--- config.mk ---
export PLATFORM = sky130hd
export DESIGN_NAME = interrupt_flag_capture
export DESIGN_NICKNAME = d
export VERILOG_FILES = /design/src/rtl/interrupt_flag_capture.sv
export SDC_FILE = /design/constraint.sdc
export NUM_CORES = 1
export LEC_CHECK = 0
export ABC_CLOCK_PERIOD_IN_PS = 1800
export BUFFER_PORTS_ARGS = -buffer_cell sky130_fd_sc_hd__buf_2
export CORE_MARGIN = 2
export CORE_UTILIZATION = 40
export DETAILED_ROUTE_END_ITERATION = 6
export PLACE_DENSITY = 0.67
export SYNTH_ARGS = -nofsm -noshare
export SYNTH_HDL_FRONTEND = slang
export SYNTH_SLANG_ARGS = --single-unit
--- constraint.sdc ---
create_clock -name clk -period 1.8 [get_ports clk]
set_input_delay 0 -clock clk [delete_from_list [all_inputs] [get_ports clk]]
set_output_delay 0 -clock clk [all_outputs]
set_load 0.005 [all_outputs]
--- src/rtl/interrupt_flag_capture.sv ---
// Purpose: capture peripheral events into sticky/level flags and run the interrupt/ack handshake.
// Latency: int_src edge -> flag after SYNC_STAGES+1 clocks, interrupt one clock later.
// Backpressure: a request is held until acked or until pending drops; new events stay sticky.
module interrupt_flag_capture #(
    parameter int NUM_SRC     = 8,
    parameter int SYNC_STAGES = 2
) (
    input  logic               clk,
    input  logic               reset_n,
    input  logic [NUM_SRC-1:0] int_src,
    input  logic [NUM_SRC-1:0] int_edge_cfg,
    input  logic [NUM_SRC-1:0] int_enable,
    input  logic [NUM_SRC-1:0] int_clear,
    input  logic               int_clear_stb,
    output logic [NUM_SRC-1:0] int_flags,
    output logic               interrupt,
    input  logic               interrupt_ack,
    output logic [2:0]         int_id,
    output logic               int_busy
);

    typedef enum logic [1:0] {
        IDLE    = 2'd0,
        REQ     = 2'd1,
        SERVICE = 2'd2,
        HOLD    = 2'd3
    } state_t;

    state_t state_q, state_nxt;

    logic [NUM_SRC-1:0] sync_q [SYNC_STAGES];
    logic [NUM_SRC-1:0] s;
    logic [NUM_SRC-1:0] prev_q;
    logic [NUM_SRC-1:0] clr_mask;
    logic [NUM_SRC-1:0] flags_nxt;
    logic [NUM_SRC-1:0] pending;
    logic [NUM_SRC-1:0] id_mask;
    logic [2:0]         sel;
    logic               id_flag;
    logic               id_load;

    always_ff @(posedge clk or negedge reset_n) begin
        if (!reset_n) begin
            for (int i = 0; i < SYNC_STAGES; i++) begin
                sync_q[i] <= '0;
            end
            prev_q <= '0;
        end else begin
            sync_q[0] <= int_src;
            for (int i = 1; i < SYNC_STAGES; i++) begin
                sync_q[i] <= sync_q[i-1];
            end
            prev_q <= s;
        end
    end

    assign s = sync_q[SYNC_STAGES-1];

    // Edge bits: a fresh rising edge overrides a same-cycle clear so no event is lost.
    assign clr_mask  = int_clear_stb ? int_clear : '0;
    assign flags_nxt = (int_edge_cfg & ((int_flags & ~clr_mask) | (s & ~prev_q)))
                     | (~int_edge_cfg & s);

    always_ff @(posedge clk or negedge reset_n) begin
        if (!reset_n) begin
            int_flags <= '0;
        end else begin
            int_flags <= flags_nxt;
        end
    end

    assign pending = int_flags & int_enable;

    always_comb begin
        sel = '0;
        for (int i = NUM_SRC - 1; i >= 0; i--) begin
            if (pending[i]) begin
                sel = 3'(i);
            end
        end
    end

    assign id_mask = NUM_SRC'(1) << int_id;
    assign id_flag = |(int_flags & id_mask);

    // An ack is only honoured while something is actually pending, so int_id always names a real source.
    always_comb begin
        state_nxt = state_q;
        id_load   = 1'b0;
        case (state_q)
            IDLE: begin
                if (pending != '0) begin
                    state_nxt = REQ;
                end
            end
            REQ: begin
                if (interrupt_ack && (pending != '0)) begin
                    state_nxt = SERVICE;
                    id_load   = 1'b1;
                end else if (pending == '0) begin
                    state_nxt = IDLE;
                end
            end
            SERVICE: begin
                if (!id_flag) begin
                    state_nxt = HOLD;
                end
            end
            HOLD: begin
                state_nxt = IDLE;
            end
            default: begin
                state_nxt = IDLE;
            end
        endcase
    end

    always_ff @(posedge clk or negedge reset_n) begin
        if (!reset_n) begin
            state_q <= IDLE;
            int_id  <= '0;
        end else begin
            state_q <= state_nxt;
            if (id_load) begin
                int_id <= sel;
            end
        end
    end

    assign interrupt = (state_q == REQ);
    assign int_busy  = (state_q == SERVICE);

endmodule

==> results by group, run 1 <==
Yosys
  • Syn Area/Cell: around 14 µm²
  • Yosys reg bits: 37
  • Top FF cell, synth: dfrtp_1
  • Syn nets: between 100 and 150
  • Biggest area consumer among synthesized cells: dfrtp_1
  • Main area contributors after synthesis: dfrtp_1 71%, a32o_1 7.6%, nand2_1 6.0%, mux4_1 4.0%, a22oi_1 2.9%
  • Yosys cell types: 16
  • Synth top area share: 0.707
  • Synth cell count leaders: 37 x dfrtp_1, 21 x nand2_1, 10 x a32o_1, 6 x a21oi_1, 5 x a22oi_1
  • Post-synth EDFFs: 0
  • Register area share after synthesis: 0.707
  • Most common cell in the synthesized netlist: dfrtp_1
  • Async SR Flop Fraction: 1.00
  • Cell count after synthesis: 95
  • Ys Warns: 0
  • Cell area after synthesis: approximately 0.0013 mm²

Floorplan
  • Site Rows: 20
  • Die height: roughly 60 µm
  • I/O pins: 49
  • CORE AREA: about 0.003 mm²
  • DIE WIDTH: roughly 61 µm
  • Die area: between 0.003 and 0.004 mm²
  • Initial Utilization: 0.426

Setup path
  • Critical Setup Path Class: reg -> reg
  • Crit-path max FO: 4
  • Type of destination of the critical path: flip-flop
  • WP data arrival: between 1.5 and 2 ns
  • Setup crit start: int_id[1]
  • FF-to-FF Start: int_id[1]
  • Worst EP required: 2.06 ns
  • Worst Setup Start Kind: flip-flop

CTS
  • Clk sinks: 37
  • Setup repair bufs after CTS: 0
  • H-tree depth: 2
  • Worst-case clock buffer depth: 2
  • Clock transition at the registers of the reported paths: 0.10 ns
  • Clock tree from TritonCTS: yes
  • CTS Root Cell: clkbuf_4
  • CTS buffer count: 5
  • Skew-Pair Late Insertion Delay: ~0.33 ns

Cells and area
  • Ant. Diodes: 0
  • Share of layout cells above drive strength 1: 0.322
  • Area grow syn2layout: 45.0%
  • Layout Nets: approximately 210

STA
  • Minimum clock period: around 1.5 ns
  • Final setup TNS: 0 ns
  • Slew Limit Fails: 0
  • Relative slew slack: 0.474
  • Worst slew pin tran: approximately 0.8 ns
  • Number of hold violations in the final report: 0
  • Period utilization: 0.823
  • Fin worst setup slack: approximately 0.32 ns
  • FMAX: between 0.6 and 0.7 GHz
  • RSZ-0062 raised after global routing: no
  • Final setup viols: 0
  • Clk_skew: 0.00383 ns

Power and ir drop
  • Comb pwr share: 0.230
  • Power density cells: slightly below 1000 mW/mm²
  • Pint: 0.00133 W
  • Net Sw Frac: 0.277
  • Clock power frac: 0.218
  • Sequential Power Share: 0.552
  • Max rail drop VDD: approximately 530 µV
  • NetSw: 0.000511 W
  • Pleak: between 0.9 and 1 nW

Drt
  • Final WL: between 2000 and 3000 µm
  • Starting DRC count in detailed routing: 46
  • Avg WL per Cell: 13.5 µm
  • Drt drc: 0
  • Vias per inst: 4.91
  • ANT nets after route: 0
  • DR vias: 1,070
  • Drt first pass iters: 4

Run
  • Max-Cap Viols: 0

Hold path
  • Hold Startpoint: int_clear[0]
  • Hold/Removal Path Class: in -> reg

Global route
  • Largest net degree at the start of global routing: 38
  • First-pass GRT wire length: 4910 µm
  • Initial antenna violation count: 0
  • Global-route usage over all layers: 0.187
  • Number of global-route vias before repair: roughly 1,100
  • Congestion Overflow GR: 0

Placed design
  • Buffers added on ports: between 40 and 50
  • GPL Wtd Cong: 0.788
  • Place WS: between 0.3 and 0.4 ns
  • Final HPWL DP: around 2000 µm

Outcome
  • Outcome: finished, final reports clean
==> power by group through the flow <==
stage / clock network, W / logic, W / registers, W
after floorplan: 0 / 0.000209 / 0.00102
after global placement: 0 / 0.000363 / 0.00102
after detailed placement: 0 / 0.000374 / 0.00103
after CTS: 0.000421 / 0.000425 / 0.00102
after global routing: 0.000461 / 0.000472 / 0.00103
final: 0.000401 / 0.000423 / 0.00102
==> cell families (layout without fill, tap and decap cells) <==
group                  Yosys count  count (layout)  synth area share
and+or+nand+nor                 25              25            0.0793
DFF                             37              37             0.707
AOI/OAI and AO/OA               27              27             0.157
muxes                            3               3            0.0487
buffers and inverters            3              82           0.00860
==> path summary, 6_finish.rpt <==
kind                            cells after the start            to  slack [ns]
worst max-delay path                                3    state_q[0]        0.32
worst min-delay path                                3  int_flags[0]        0.02
worst max register to register                      3    state_q[0]        0.32
worst min register to register                      0          s[4]        0.36
max in group asynchronous                           2     sync_q[8]        1.03
min in group asynchronous                           2    sync_q[15]        0.27
==> registers in the layout (all words and copies together) (netlist names), named ones only <==
name / cells
int_id: 3
prev_q: 8
s: 8
int_flags: 8
state_q: 1
sync_q: 8
==> layout by cell type (no fill, tap or decap) <==
master         instances
o21ai_0                3
a31oi_1                1
a32oi_1                1
nor2b_1                2
and2_1                 1
buf_2                 48
inv_1                  1
a21o_1                 1
a22oi_1                5
dfrtp_1               37
clkinv_2               2
clkbuf_1               1
dlygate4sd3_1         25
mux2_2                 1
mux4_1                 2
a21oi_1                6
nand2_1               21
nand4_1                1
a32o_1                10
clkbuf_4               5
==> layout make-up <==
cell class | count | area, µm²
Fill cell | 257 | 1180
Sequential cell | 37 | 926
Timing Repair Buffer | 73 | 490
Multi-Input combinational cell | 55 | 373
Tap cell | 44 | 55.1
Clock buffer | 6 | 41.3
Clock inverter | 2 | 10.0
Inverter | 1 | 3.75
==> repair_timing <==
action                                  CTS  global route
hold buffers                             25             0
resized for setup                         0             0
endpoints found under the setup margin    0             0
hold endpoints to repair                 54             0
==> per-stage QoR <==
step / area, µm² / utilization / total power, W / hold WS (ns) / std cells
final: 1900 / 0.617 / 0.00184 / 0.0205 / 218
after global routing: 1900 / 0.617 / 0.00196 / 0.000980 / 218
after CTS: 1900 / 0.617 / 0.00186 / 0.00671 / 218
after detailed placement: 1600 / 0.519 / 0.00141 / 0.110 / 185
after global placement: 1600 / 0.519 / 0.00139 / 0.107 / 185
after floorplan: 1310 / - / 0.00123 / -0.296 / 95
==> routing by layer <==
| layer | wire, µm | vias up | track usage |
|---|---|---|---|
| li1 | - | 509 | - |
| met1 | 1100 | 511 | 0.187 |
| met2 | 1560 | 44 | 0.339 |
| met3 | 241 | 6 | 0.0756 |
| met4 | 50 | 0 | 0.0807 |
| met5 | 0 | - | 0 |
==> critical path, stage by stage (launching register included) <==
cell and delay [ns]:
dfrtp_1 0.42, mux4_1 0.57, mux2_2 0.28, a21oi_1 0.14
(Power assumes the default switching activity.)
==> run 2: changes to the inputs <==
ABC_AREA = 1   (was default)
ABC_CLOCK_PERIOD_IN_PS = 1300   (was 1800)
PLACE_DENSITY = 0.69   (was 0.67)
clock period = 1.3 ns   (was 1.8 ns; I/O delays follow)
==> results by group, run 2 <==
Yosys
  • Register area share after synthesis: 0.655 (was 0.707)
  • Biggest area consumer among synthesized cells: dfrtp_1 (unchanged)
  • Ys Warns: 0 (unchanged)
  • Async SR Flop Fraction: 1.00 (unchanged)
  • Yosys cell types: 20 (was 16)
  • Syn Area/Cell: 10.8 µm² (was 13.8 µm²)
  • Most common cell in the synthesized netlist: nand2_1 (was dfrtp_1)
  • Cell area after synthesis: 0.00141 mm² (was 0.00131 mm²)
  • Synth top area share: 0.655 (was 0.707)
  • Syn nets: 167 (was 131)
  • Post-synth EDFFs: 0 (unchanged)
  • Top FF cell, synth: dfrtp_1 (unchanged)
  • Synth cell count leaders: 41 x nand2_1, 37 x dfrtp_1, 14 x inv_1, 8 x a32o_1, 6 x nand2_2 (was 37 x dfrtp_1, 21 x nand2_1, 10 x a32o_1, 6 x a21oi_1, 5 x a22oi_1)
  • Main area contributors after synthesis: dfrtp_1 66%, nand2_1 11%, a32o_1 5.7%, inv_1 3.7%, nand2_2 2.7% (was dfrtp_1 71%, a32o_1 7.6%, nand2_1 6.0%, mux4_1 4.0%, a22oi_1 2.9%)
  • Cell count after synthesis: 131 (was 95)
  • Yosys reg bits: 37 (unchanged)

STA
  • RSZ-0062 raised after global routing: no (unchanged)
  • Final setup TNS: 0 ns (unchanged)
  • FMAX: 0.835 GHz
  • Final setup viols: 0 (unchanged)
  • Worst slew pin tran: 0.389 ns (was 0.788 ns)
  • Number of hold violations in the final report: 0 (unchanged)
  • Clk_skew: 0.00969 ns (was 0.00383 ns)
  • Period utilization: 0.921
  • Relative slew slack: 0.740 (was 0.474)
  • Minimum clock period: 1.20 ns
  • Slew Limit Fails: 0 (unchanged)

CTS
  • Clk sinks: 37 (unchanged)
  • Setup repair bufs after CTS: 0 (unchanged)
  • CTS Hold Bufs: 27 (was 25)
  • CTS buffer count: 5 (unchanged)
  • CTS Root Cell: clkbuf_4 (unchanged)
  • H-tree depth: 2 (unchanged)
  • PostCTS Resize Cnt: 0 (unchanged)
  • Worst-case clock buffer depth: 2 (unchanged)
  • Skew-Pair Late Insertion Delay: 0.34 ns (was 0.33 ns)
  • Clock transition at the registers of the reported paths: 0.10 ns (about the same)
  • Clock tree from TritonCTS: yes (unchanged)

Setup path
  • FF-to-FF Start: int_flags[2] (was int_id[1])
  • Buf/Inv on CP: 2 (was 0)
  • R2r setup slk: 0.12 ns (was 0.32 ns)
  • Worst path cell trace: inv_1 -> nor2_1 -> buf_2 (was mux4_1 -> mux2_2 -> a21oi_1)
  • Worst EP required: 1.30 ns (was 2.06 ns)
  • Worst Setup Start Kind: flip-flop (unchanged)
  • R2R depth: 8 (was 3)
  • Critical Setup Path Class: reg -> out (was reg -> reg)
  • WP data arrival: 1.20 ns (was 1.74 ns)
  • Critical R2R Capture: int_id[0] (was state_q[0])
  • Crit-path max FO: 4 (unchanged)
  • CP peak stage delay: 0.44 ns (was 0.57 ns)
  • Type of destination of the critical path: output pin (was flip-flop)
  • Crit-path leading delay family: flip-flops (was multiplexers)
  • CP max stage cell: dfrtp_1 (was mux4_1)

Drt
  • DR vias: 1,201 (was 1,070)
  • Drt first pass iters: 4 (unchanged)
  • Final WL: 3140 µm (was 2950 µm)
  • Vias per inst: 4.64 (was 4.91)
  • Avg WL per Cell: 12.1 µm (was 13.5 µm)
  • Starting DRC count in detailed routing: 83 (was 46)
  • Drt drc: 0 (unchanged)
  • ANT nets after route: 0 (unchanged)

Cells and area
  • Share of layout cells above drive strength 1: 0.315 (was 0.322)
  • Number of fill cells in the layout: 311 (was 257)
  • Most common cell after layout, fill and taps aside: buf_2 (unchanged)
  • Non-Filler Cell Area, Final: 0.00204 mm² (was 0.00190 mm²)
  • Register area: 926 µm² (unchanged)
  • Layout Nets: 249 (was 209)
  • Most frequent cells in the layout: 48 x buf_2, 41 x nand2_1, 37 x dfrtp_1 (was 48 x buf_2, 37 x dfrtp_1, 25 x dlygate4sd3_1)
  • Area grow syn2layout: 44.3% (was 45.0%)
  • Ant. Diodes: 0 (unchanged)
  • Core Util, Final: 0.606 (was 0.617)
  • Multi-input gate area: 429 µm² (was 373 µm²)

Floorplan
  • Site Rows: 21 (was 20)
  • DIE WIDTH: 63.4 µm (was 61.2 µm)
  • Die height: 63.4 µm (was 61.2 µm)
  • Die area: 0.00402 mm² (was 0.00375 mm²)
  • Initial Utilization: 0.420 (was 0.426)
  • I/O pins: 49 (unchanged)
  • CORE AREA: 0.00336 mm² (was 0.00308 mm²)

Hold path
  • Hold/Removal Path Class: in -> reg (unchanged)
  • Hold EP: int_id[0] (was int_flags[0])
  • Hold path depth: 6 (was 3)
  • Hold Startpoint: int_enable[0] (was int_clear[0])

Power and ir drop
  • Power density cells: 1330 mW/mm² (was 969 mW/mm²)
  • Power Total: 0.00271 W (was 0.00184 W)
  • Max rail drop VDD: 669 µV (was 527 µV)
  • Pleak: 1.05 nW (was 0.906 nW)

Run
  • Max-Cap Viols: 0 (unchanged)

Outcome
  • Outcome: finished, final reports clean (unchanged)

Global route
  • Congestion Overflow GR: 0 (unchanged)
  • Number of global-route vias before repair: 1,282 (was 1,144)
  • Initial antenna violation count: 0 (unchanged)
  • Largest net degree at the start of global routing: 20 (was 38)
  • Global-route usage over all layers: 0.179 (was 0.187)
  • First-pass GRT wire length: 5540 µm (was 4910 µm)

Placed design
  • GPL Wtd Cong: 0.899 (was 0.788)
  • Buffers added on ports: 48 (unchanged)
  • Post-Place Cell Area: 0.00171 mm² (was 0.00160 mm²)
  • Final HPWL DP: 2310 µm (was 2000 µm)
==> run 2: cell types whose count changed in the layout (fill, tap and decap cells not counted), moves of 4 or more <==
cell / change
inv_1: +13
nand2_1: +20
nand2_2: +6
a22oi_1: -5
nand3_1: +5
a21oi_1: -4
nor2_1: +4
==> run 2: final cells by class <==
class                      count  area share
clock buffer                   7      0.0270
inverter                      14      0.0258
multi-input combinational     79       0.211
sequential                    37       0.454
tap                           46      0.0282
timing repair buffer          76       0.254
==> run 2: power breakdown <==
part	switching, W	leakage [nW]	internal (W)	total, W
sequential	0.000141	0.434	0.00128	0.00142
combinational	0.000358	0.584	0.000326	0.000684
clock	0.000349	0.0314	0.000255	0.000604
==> run 2: metrics by stage <==
stage	instances	setup WS, ns	hold slack (ns)
detailed placement	225	0.124	-0.0487
finish	259	0.103	0.0284
floorplan	131	0.231	-0.296
global placement	225	0.179	-0.0570
CTS	259	0.0955	0.0263
global route	259	0.0248	0.0675
==> run 2: routing by layer <==
metal,wire length (µm),vias to the layer above,GRT usage
met5,0,-,0
met4,76,0,0.0543
met3,213,9,0.0696
met2,1560,42,0.301
met1,1290,561,0.212
li1,-,589,-
==> run 2: worst reg2reg max path, cell delays in order, from the launching register on <==
cell     delay [ns]
dfrtp_1        0.43
nand2_1        0.12
nand2_2        0.09
nor2_4         0.16
nand2_4        0.08
nand3_4        0.09
nor2_2         0.04
nand2_1        0.04
nand2_1        0.05
==> run 2: worst max path at each step <==
| stage | startpoint | to | cells past startpoint |
|---|---|---|---|
| after global routing | int_id[2] | state_q[0] | 7 |
| after CTS | flip-flop | int_busy | 3 |
| after global placement | int_id[2] | state_q[0] | 7 |
| after floorplan | int_flags[7] | int_id[0] | 8 |
| after detailed placement | int_flags[2] | int_id[0] | 8 |
| final | flip-flop | int_busy | 3 |
==> run 2: logic make-up (layout without fill, tap and decap cells) <==
group / after synthesis / after routing / synth area share
AO/OA/AOI/OAI: 14 / 14 / 0.0806
buffers and inverters: 15 / 97 / 0.0407
flip-flops: 37 / 37 / 0.655
AND/OR/NAND/NOR: 65 / 65 / 0.223
